**config.mk**
```make
export PLATFORM = sky130hd
export DESIGN_NAME = md_issue_ctrl
export DESIGN_NICKNAME = d
export VERILOG_FILES = /design/src/rtl/md_issue_ctrl_pkg.sv /design/src/rtl/md_shadow_cnt.sv /design/src/rtl/md_issue_ctrl.sv
export SDC_FILE = /design/constraint.sdc
export NUM_CORES = 1
export LEC_CHECK = 0
export CORE_MARGIN = 10
export CORE_UTILIZATION = 50
export CTS_CLUSTER_DIAMETER = 60
export DETAILED_ROUTE_END_ITERATION = 10
export HOLD_SLACK_MARGIN = 0.12
export PLACE_DENSITY = 0.79
export SLEW_MARGIN = 30
export SYNTH_ARGS = -nofsm -noshare
export SYNTH_HDL_FRONTEND = slang
export SYNTH_SLANG_ARGS = --single-unit
```
**constraint.sdc**
```tcl
create_clock -name clk -period 2.3 [get_ports clk]
set_input_delay 0.23 -clock clk [delete_from_list [all_inputs] [get_ports clk]]
set_output_delay 0.23 -clock clk [all_outputs]
set_load 0.01 [all_outputs]
```
**src/rtl/md_issue_ctrl_pkg.sv**
```systemverilog
// Shared encodings for the multiply/divide issue controller.
// Holds MDOp codes, FSM state encodings, default latencies, op helpers.
package md_issue_ctrl_pkg;

    localparam int LAT_MUL_DEF = 5;
    localparam int LAT_DIV_DEF = 10;

    typedef enum logic [3:0] {
        MD_NONE  = 4'd0,
        MD_MULT  = 4'd1,
        MD_MULTU = 4'd2,
        MD_DIV   = 4'd3,
        MD_DIVU  = 4'd4,
        MD_MFHI  = 4'd5,
        MD_MFLO  = 4'd6,
        MD_MTHI  = 4'd7,
        MD_MTLO  = 4'd8
    } md_op_e;

    typedef enum logic [1:0] {
        ST_IDLE  = 2'd0,
        ST_ISSUE = 2'd1,
        ST_BUSY  = 2'd2
    } md_state_e;

    function automatic logic is_md(input logic [3:0] op);
        return op != MD_NONE;
    endfunction

    function automatic logic is_md_mul(input logic [3:0] op);
        return (op == MD_MULT) || (op == MD_MULTU);
    endfunction

    function automatic logic is_md_start(input logic [3:0] op);
        return (op == MD_MULT) || (op == MD_MULTU) ||
               (op == MD_DIV)  || (op == MD_DIVU);
    endfunction

endpackage

```
**src/rtl/md_shadow_cnt.sv**
```systemverilog
// Shadow occupancy counter mirroring the MD unit's busy window.
// Ports: clk, reset (async low), load/load_val, dec -> cnt, zero, one.
module md_shadow_cnt #(
    parameter int CNT_W = 4
) (
    input  logic             clk,
    input  logic             reset,
    input  logic             load,
    input  logic [CNT_W-1:0] load_val,
    input  logic             dec,
    output logic [CNT_W-1:0] cnt,
    output logic             zero,
    output logic             one
);

    logic [CNT_W-1:0] cnt_q;

    always_ff @(posedge clk or negedge reset) begin
        if (!reset) begin
            cnt_q <= '0;
        end else if (load) begin
            cnt_q <= load_val;
        end else if (dec && (cnt_q != '0)) begin
            cnt_q <= cnt_q - 1'b1;
        end
    end

    assign cnt  = cnt_q;
    assign zero = (cnt_q == '0);
    assign one  = (cnt_q == CNT_W'(1));

endmodule

```
**src/rtl/md_issue_ctrl.sv**
```systemverilog
// Initiator side of the mult/div handshake: E-stage MDOp register, start
// pulse, D-stage interlock, busy cross-check and stall-cycle counter.
// Ports: clk, reset (async low), d_valid, d_md_op, e_flush, md_busy ->
//        e_md_op, e_start, stall_d, err_sync, stall_cnt.
module md_issue_ctrl
    import md_issue_ctrl_pkg::*;
#(
    parameter int LAT_MUL = LAT_MUL_DEF,
    parameter int LAT_DIV = LAT_DIV_DEF,
    parameter int CNT_W   = 4,
    parameter int STALL_W = 16
) (
    input  logic               clk,
    input  logic               reset,
    input  logic               d_valid,
    input  logic [3:0]         d_md_op,
    input  logic               e_flush,
    input  logic               md_busy,
    output logic [3:0]         e_md_op,
    output logic               e_start,
    output logic               stall_d,
    output logic               err_sync,
    output logic [STALL_W-1:0] stall_cnt
);

    localparam logic [CNT_W-1:0] LD_MUL = CNT_W'(LAT_MUL);
    localparam logic [CNT_W-1:0] LD_DIV = CNT_W'(LAT_DIV);

    md_state_e          state;
    md_state_e          state_nxt;
    logic [3:0]         e_op_q;
    logic [3:0]         cap_op;
    logic               cnt_load;
    logic               cnt_dec;
    logic [CNT_W-1:0]   cnt_val;
    logic [CNT_W-1:0]   cnt;
    logic               cnt_zero;
    logic               cnt_one;
    logic               err_q;
    logic [STALL_W-1:0] stall_q;

    // Interlock looks at the current state only, so an MD op arriving on
    // the cycle the count expires still waits one cycle.
    assign stall_d = d_valid && is_md(d_md_op) && (state != ST_IDLE);

    assign cap_op = (e_flush || !d_valid || stall_d) ? MD_NONE : d_md_op;

    assign cnt_val = is_md_mul(e_op_q) ? LD_MUL : LD_DIV;

    always_comb begin
        state_nxt = state;
        cnt_load  = 1'b0;
        cnt_dec   = 1'b0;
        e_start   = 1'b0;
        unique case (state)
            ST_IDLE: begin
                if (is_md_start(cap_op)) begin
                    state_nxt = ST_ISSUE;
                end
            end
            ST_ISSUE: begin
                e_start   = is_md_start(e_op_q);
                cnt_load  = 1'b1;
                state_nxt = ST_BUSY;
            end
            ST_BUSY: begin
                cnt_dec = 1'b1;
                // zero only reachable through corruption; do not hang
                if (cnt_one || cnt_zero) begin
                    state_nxt = ST_IDLE;
                end
            end
            default: begin
                state_nxt = ST_IDLE;
            end
        endcase
    end

    always_ff @(posedge clk or negedge reset) begin
        if (!reset) begin
            state  <= ST_IDLE;
            e_op_q <= MD_NONE;
        end else begin
            state  <= state_nxt;
            e_op_q <= cap_op;
        end
    end

    md_shadow_cnt #(
        .CNT_W(CNT_W)
    ) u_shadow (
        .clk     (clk),
        .reset   (reset),
        .load    (cnt_load),
        .load_val(cnt_val),
        .dec     (cnt_dec),
        .cnt     (cnt),
        .zero    (cnt_zero),
        .one     (cnt_one)
    );

    // MD unit must be busy exactly while we are in BUSY.
    always_ff @(posedge clk or negedge reset) begin
        if (!reset) begin
            err_q <= 1'b0;
        end else if (md_busy != (state == ST_BUSY)) begin
            err_q <= 1'b1;
        end
    end

    always_ff @(posedge clk or negedge reset) begin
        if (!reset) begin
            stall_q <= '0;
        end else if (stall_d && (stall_q != '1)) begin
            stall_q <= stall_q + 1'b1;
        end
    end

    assign e_md_op   = e_op_q;
    assign err_sync  = err_q;
    assign stall_cnt = stall_q;

    logic unused_cnt;
    assign unused_cnt = ^cnt;

endmodule

```
## Word-level counts from Yosys, hierarchy flattened

Index checks and enable logic that the tools add are counted.

| storage, ports and cells | value |
|---|---|
| bits in registers | 27 |
| input port bits | 9 |
| output and inout port bits | 23 |
| word-level logic and storage cells | 53 |

| cells by class | value |
|---|---|
| add/subtract/negate cells | 2 |
| equal/unequal tests | 15 |
| multiplexer cells | 10 |
| reductions and logical operators | 21 |

Operator list:

| cell | count |
|---|---|
| $add 16x1->16 const B | 1 |
| $eq 4x2->1 const B | 4 |
| $mux 4 | 4 |
| $ne 16x16->1 const B | 1 |
| $eq 4x1->1 const B | 3 |
| $logic_or 1x1->1 | 9 |
| $eq 4x3->1 const B | 2 |
| $reduce_bool 4->1 | 2 |
| $pmux 2 s3 | 1 |
| $logic_and 1x1->1 | 4 |
| $logic_not 4->1 | 1 |
| $mux 2 | 2 |
| $ne 2x2->1 const B | 2 |
| $reduce_bool 2->1 | 2 |
| $sub 4x1->4 const B | 1 |
| $mux 1 | 3 |
| $eq 2x1->1 const B | 1 |
| $eq 2x2->1 const B | 1 |
| $logic_not 2->1 | 1 |
| $reduce_and 2->1 | 1 |
| $logic_not 1->1 | 1 |
| $ne 1x1->1 | 1 |

## Logic depth before layout (Yosys ltp)

| logic depth | value |
|---|---|
| depth in word-level cells | 11 |
| mapped depth | 5 |
| mapped depth without buffers | 5 |

## Cells and area by module

From an unflattened synthesis, not the netlist that was laid out.

| second synthesis, totals | value |
|---|---|
| cells, all modules | 136 |
| area total of the unflattened synthesis | 1463.9 µm² |

Modules (own cells, without submodules):

| module | times used | cells an instance | area an instance (µm²) | sequential area each (µm²) |
|---|---|---|---|---|
| md_issue_ctrl | 1 | 106 | 1197.4 | 575.6 |
| md_shadow_cnt | 1 | 30 | 266.5 | 100.1 |

## Least setup slack after synthesis

OpenSTA, ideal clock, no wires.

| path | value |
|---|---|
| kind | register -> register |
| start point | register stall_q[0], in the netlist stall_cnt[0] |
| end point | register stall_q[1], in the netlist stall_cnt[1] |
| setup time | 128 ps |
| data arrival time | 1755 ps |
| required time | 2172 ps |
| path slack | 418 ps |
| stages on the path, launching flop included | 6 |
| path buffers | 0 |
| clock period less this slack | 1882 ps |
| cell sequence | dfrtp_1 > ha_1 > nand2_1 > nor4_4 > a21oi_2 > mux2_1 |

| between the ends | value |
|---|---|
| word-level cells in the longest chain between the ends | 2 |
| elaborated cells between the ends (all ways) | 3 |
| those cells by class | 1 x add/sub; 1 x eq/ne; 1 x reduce/logical |

RTL lines:

| element | line | source |
|---|---|---|
| start, declared | md_issue_ctrl.sv:40 | `logic [STALL_W-1:0] stall_q;` |
| start signal, assigned | md_issue_ctrl.sv:115 | `stall_q <= stall_q + 1'b1;` |
| branches (longest 2 deep; another with $add 16x1->16) | - |  |

Several ways; the timed one is not identified.
A chain may end at the register's enable or synchronous reset.

## Worst setup path in the final report

| path | value |
|---|---|
| start point | register state[1] |
| end point | output port e_start |

| between the ends | value |
|---|---|
| word-level cells in the longest chain between the ends | 2 |

RTL lines:

| element | line | source |
|---|---|---|
| start, declared | md_issue_ctrl.sv:29 | `md_state_e state;` |
| start signal, assigned | md_issue_ctrl.sv:84 | `state <= state_nxt;` |
| $eq 2x1->1 | md_issue_ctrl.sv:55 | `unique case (state)` |
| $mux 1 | md_issue_ctrl.sv:55 |  |
| end, declared | md_issue_ctrl.sv:20 | `output logic e_start,` |

No other way between the ends.

==> results.toml <==
[status]
run_status = "finished, final reports clean"

[worst_setup_path]
reg2regPathDepth = 4
timing.rr.start = "state[1]"
setup.worst_path.start_class = "flop"
rrSetupSlack_ns = 0.44
end_kind = "output pin"
timing.critical_path.slowest_stage_cell = "sky130_fd_sc_hd__clkdlybuf4s50_1"
crit_path_cell_trace = "or3b_2 > nor2_1 > clkdlybuf4s50_1"
critPathArrivalTime_ns = 1.99
regToRegEndpoint = "stall_cnt[15]"
largest_driver_fanout_on_the_critical_path = 5
slowest_delay_ns = 0.55
critPathRequiredTime_ns = 2.07
buffering_stage_count_on_the_worst_path_with_inverters_included = 1
critical_path.top_delay_family = "simple AND/OR/NAND/NOR gates"
critPathKind = "flop to output pin"

[grt]
grt_use_total_pct = 13.4
grt_antenna_before_repair = 0
maximum_number_of_pins_on_one_net_before_global_route_repair = 28
grt_remaining_overflow = 0
via_count_of_the_first_global_routing_pass = 1217
grt_pass1_wl_um = 5870

[pwr]
internal_power_uw = 924
static_leakage_nw = 0.776
power-per-cell-area_nw_per_um2 = 780
seqPwrFrac_pct = 46.9
power_mw = 1.45
worst_voltage_drop_across_the_vdd_grid_v = 0.000744
clockPowerShare_pct = 14.9
part_of_the_total_power_dissipated_in_combinational_logic_pct = 38.2
switching_share_pct = 36.5
power.switching_uw = 530

[clocking]
clk_pin_slew_worst_paths_ns = 0.16
clock_sink_count = 27
cts_made_buffers = 3
number_of_h_tree_levels = 1
cts_root_buf = "sky130_fd_sc_hd__clkbuf_4"
cts_max_path_buffers = 2
cts_tree = "yes"
postCtsHoldBufs = 0
worst_skew_pair.late_latency_ns = 0.34

[cells_and_area]
final_common_cell = "sky130_fd_sc_hd__clkdlybuf4s50_1"
fin_util_pct = 67.0
drive_gt1_share_pct = 14.8
final_cell_count_no_fill = 207
area.growth.synth_to_final_pct = 27.9
layout_common_cells = "sky130_fd_sc_hd__clkdlybuf4s50_1, sky130_fd_sc_hd__dfrtp_1, sky130_fd_sc_hd__xor2_1, sky130_fd_sc_hd__nand2_1"
finalInstanceArea_um2 = 1860
num_antenna_cells = 0
post_layout_net_count = 189

[yosys]
synthFlopType = "sky130_fd_sc_hd__dfrtp_1"
ys.warnings.count = 0
dominant_combinational_cell_family_by_area_after_synthesis = "simple AND/OR/NAND/NOR gates"
fraction_of_the_mapped_netlist_area_in_compound_gates_pct = 13.2
synth_seq_cells = 27
syn_area_um2 = 1460
synthesis.nets = 150
synth-edff-count = 0
synth_simple_gate_area_share_pct = 22.7
ys_seq_area_share_pct = 46.4
synthAdderAreaFrac_pct = 2.58
yosys-mux-area-fraction_pct = 3.00
async_flop_share_pct = 100
distinct_cell_type_count_after_synthesis = 43
syn_area_per_cell_um2 = 10.6
synth_xor_area_share_pct = 9.01
syn-instance-count = 138

[sta]
final-setup-viol-count = 0
final.setup_skew_ns = 0.0151
timing.final.crit_period_ns = 2.22
layout_worst_path_cycle_share_pct = 96.5
fin_setup_tns_ns = 0
hold_viol_final = 0
achievable-frequency_mhz = 450
timing.final.max_slew_violations = 0
whs_ns = 0.240
slew_headroom_pct = 63.8
tightest_slew_ns = 0.536
setup_slack_ns = 0.0794

[route]
via_density = 5.84
wirelength_um = 3410
post_detailed_route_drc_marker_count = 0
routedWlPerCell_um = 16.5
drt-pass1-iter-count = 5
dr_total_vias = 1209
detail-route-antenna-nets = 0
drt_iter0_drc = 67

[flow_run]
maxCapViolations = 0

[placed_design]
dp_slack_ns = 0.159
buffer_ports.inserted = 31
placed_cells = 201
gp_congestion = 0.865
placed_cell_area_um2 = 1820
dp_hpwl_um = 2570

[worst_hold_path]
worst_hold_path_type = "input port to async pin"

[die]
floorplan.initialDensity_pct = 52.4
floorplan.die.height_um = 74.0
die_area_um2 = 5480
std_cell_rows = 19
ioPinCount = 32
fp.dieW_um = 74.0
floorplan.core_area_um2 = 2780
[worst max path at each step]
stage	start	to	slack, ns	cells after the start
after floorplan	stall_cnt[0]	stall_cnt[1]	0.42	5
after global placement	d_md_op[0]	stall_d	0.18	5
after detailed placement	d_md_op[0]	stall_d	0.16	5
after CTS	state[0]	e_start	0.05	3
after global routing	state[1]	e_start	-0.005	3
final	state[1]	e_start	0.08	3
[layer usage]
metal	global-route usage [%]	up-vias	routed length, um
li1	-	572	-
met1	15.6	601	1400
met2	22.4	28	1760
met3	3.99	8	188
met4	5.59	0	64
met5	0	-	0
[sequential cells by signal, summed over array words and instances (netlist names)]
name          flops
u_shadow.cnt      4
stall_cnt        16
e_md_op           4
state             2
err_sync          1
[power groups by stage]
stage               Clock (mW)  Combinational, mW  Sequential (mW)
floorplan                    0              0.313            0.682
global placement             0              0.509            0.683
detailed placement           0              0.531            0.689
CTS                      0.222              0.534            0.680
global route             0.241              0.619            0.699
finish                   0.217              0.555            0.682
[kinds of logic (layout without fill, tap and decap cells)]
| family | after synthesis | count (layout) |
|---|---|---|
| flops | 27 | 27 |
| mux | 4 | 4 |
| compound gates | 28 | 28 |
| buf+inv | 10 | 48 |
| simple gates | 51 | 51 |
| xor+xnor | 15 | 15 |
| fa+ha+maj | 3 | 3 |
[Yosys cell counts (3+ instances only)]
cell / number / area share (%)
sky130_fd_sc_hd__dfrtp_1: 27 / 46
sky130_fd_sc_hd__nand2_1: 8 / 2.1
sky130_fd_sc_hd__xor2_1: 8 / 4.8
sky130_fd_sc_hd__nor2_1: 7 / 1.8
sky130_fd_sc_hd__o21ai_0: 7 / 2.4
sky130_fd_sc_hd__xnor2_1: 7 / 4.2
sky130_fd_sc_hd__inv_1: 6 / 1.5
sky130_fd_sc_hd__and2_1: 5 / 2.1
sky130_fd_sc_hd__nand3_1: 5 / 1.7
sky130_fd_sc_hd__a21oi_1: 4 / 1.4
sky130_fd_sc_hd__nor3_1: 4 / 1.4
sky130_fd_sc_hd__a31oi_1: 3 / 1.3
sky130_fd_sc_hd__clkbuf_1: 3 / 0.77
sky130_fd_sc_hd__ha_1: 3 / 2.6
sky130_fd_sc_hd__nor2b_1: 3 / 1.3
sky130_fd_sc_hd__nor3_2: 3 / 2.1
[cell type report]
cell class	count	area, um2
inverters	6	22.5
repair buffers	38	363
fillers	220	917
well taps	31	38.8
clock buffers	4	26.3
multi-input cells	101	737
flip-flops and latches	27	677
[what timing repair did]
item,in CTS,in global routing
setup buffers,0,2
gates resized for setup,0,1
setup endpoints to repair,0,2
endpoints found under the hold margin,0,0
[worst register-to-register path, delay by kind of cell, from the launching register on]
| family | cells | cell delay [ns] |
|---|---|---|
| AOI/OAI and AO/OA | 1 | 0.18 |
| DFF | 1 | 0.45 |
| and+or+nand+nor | 2 | 0.81 |
| muxes | 1 | 0.33 |
No activity file was read; power rests on OpenSTA's default activity.
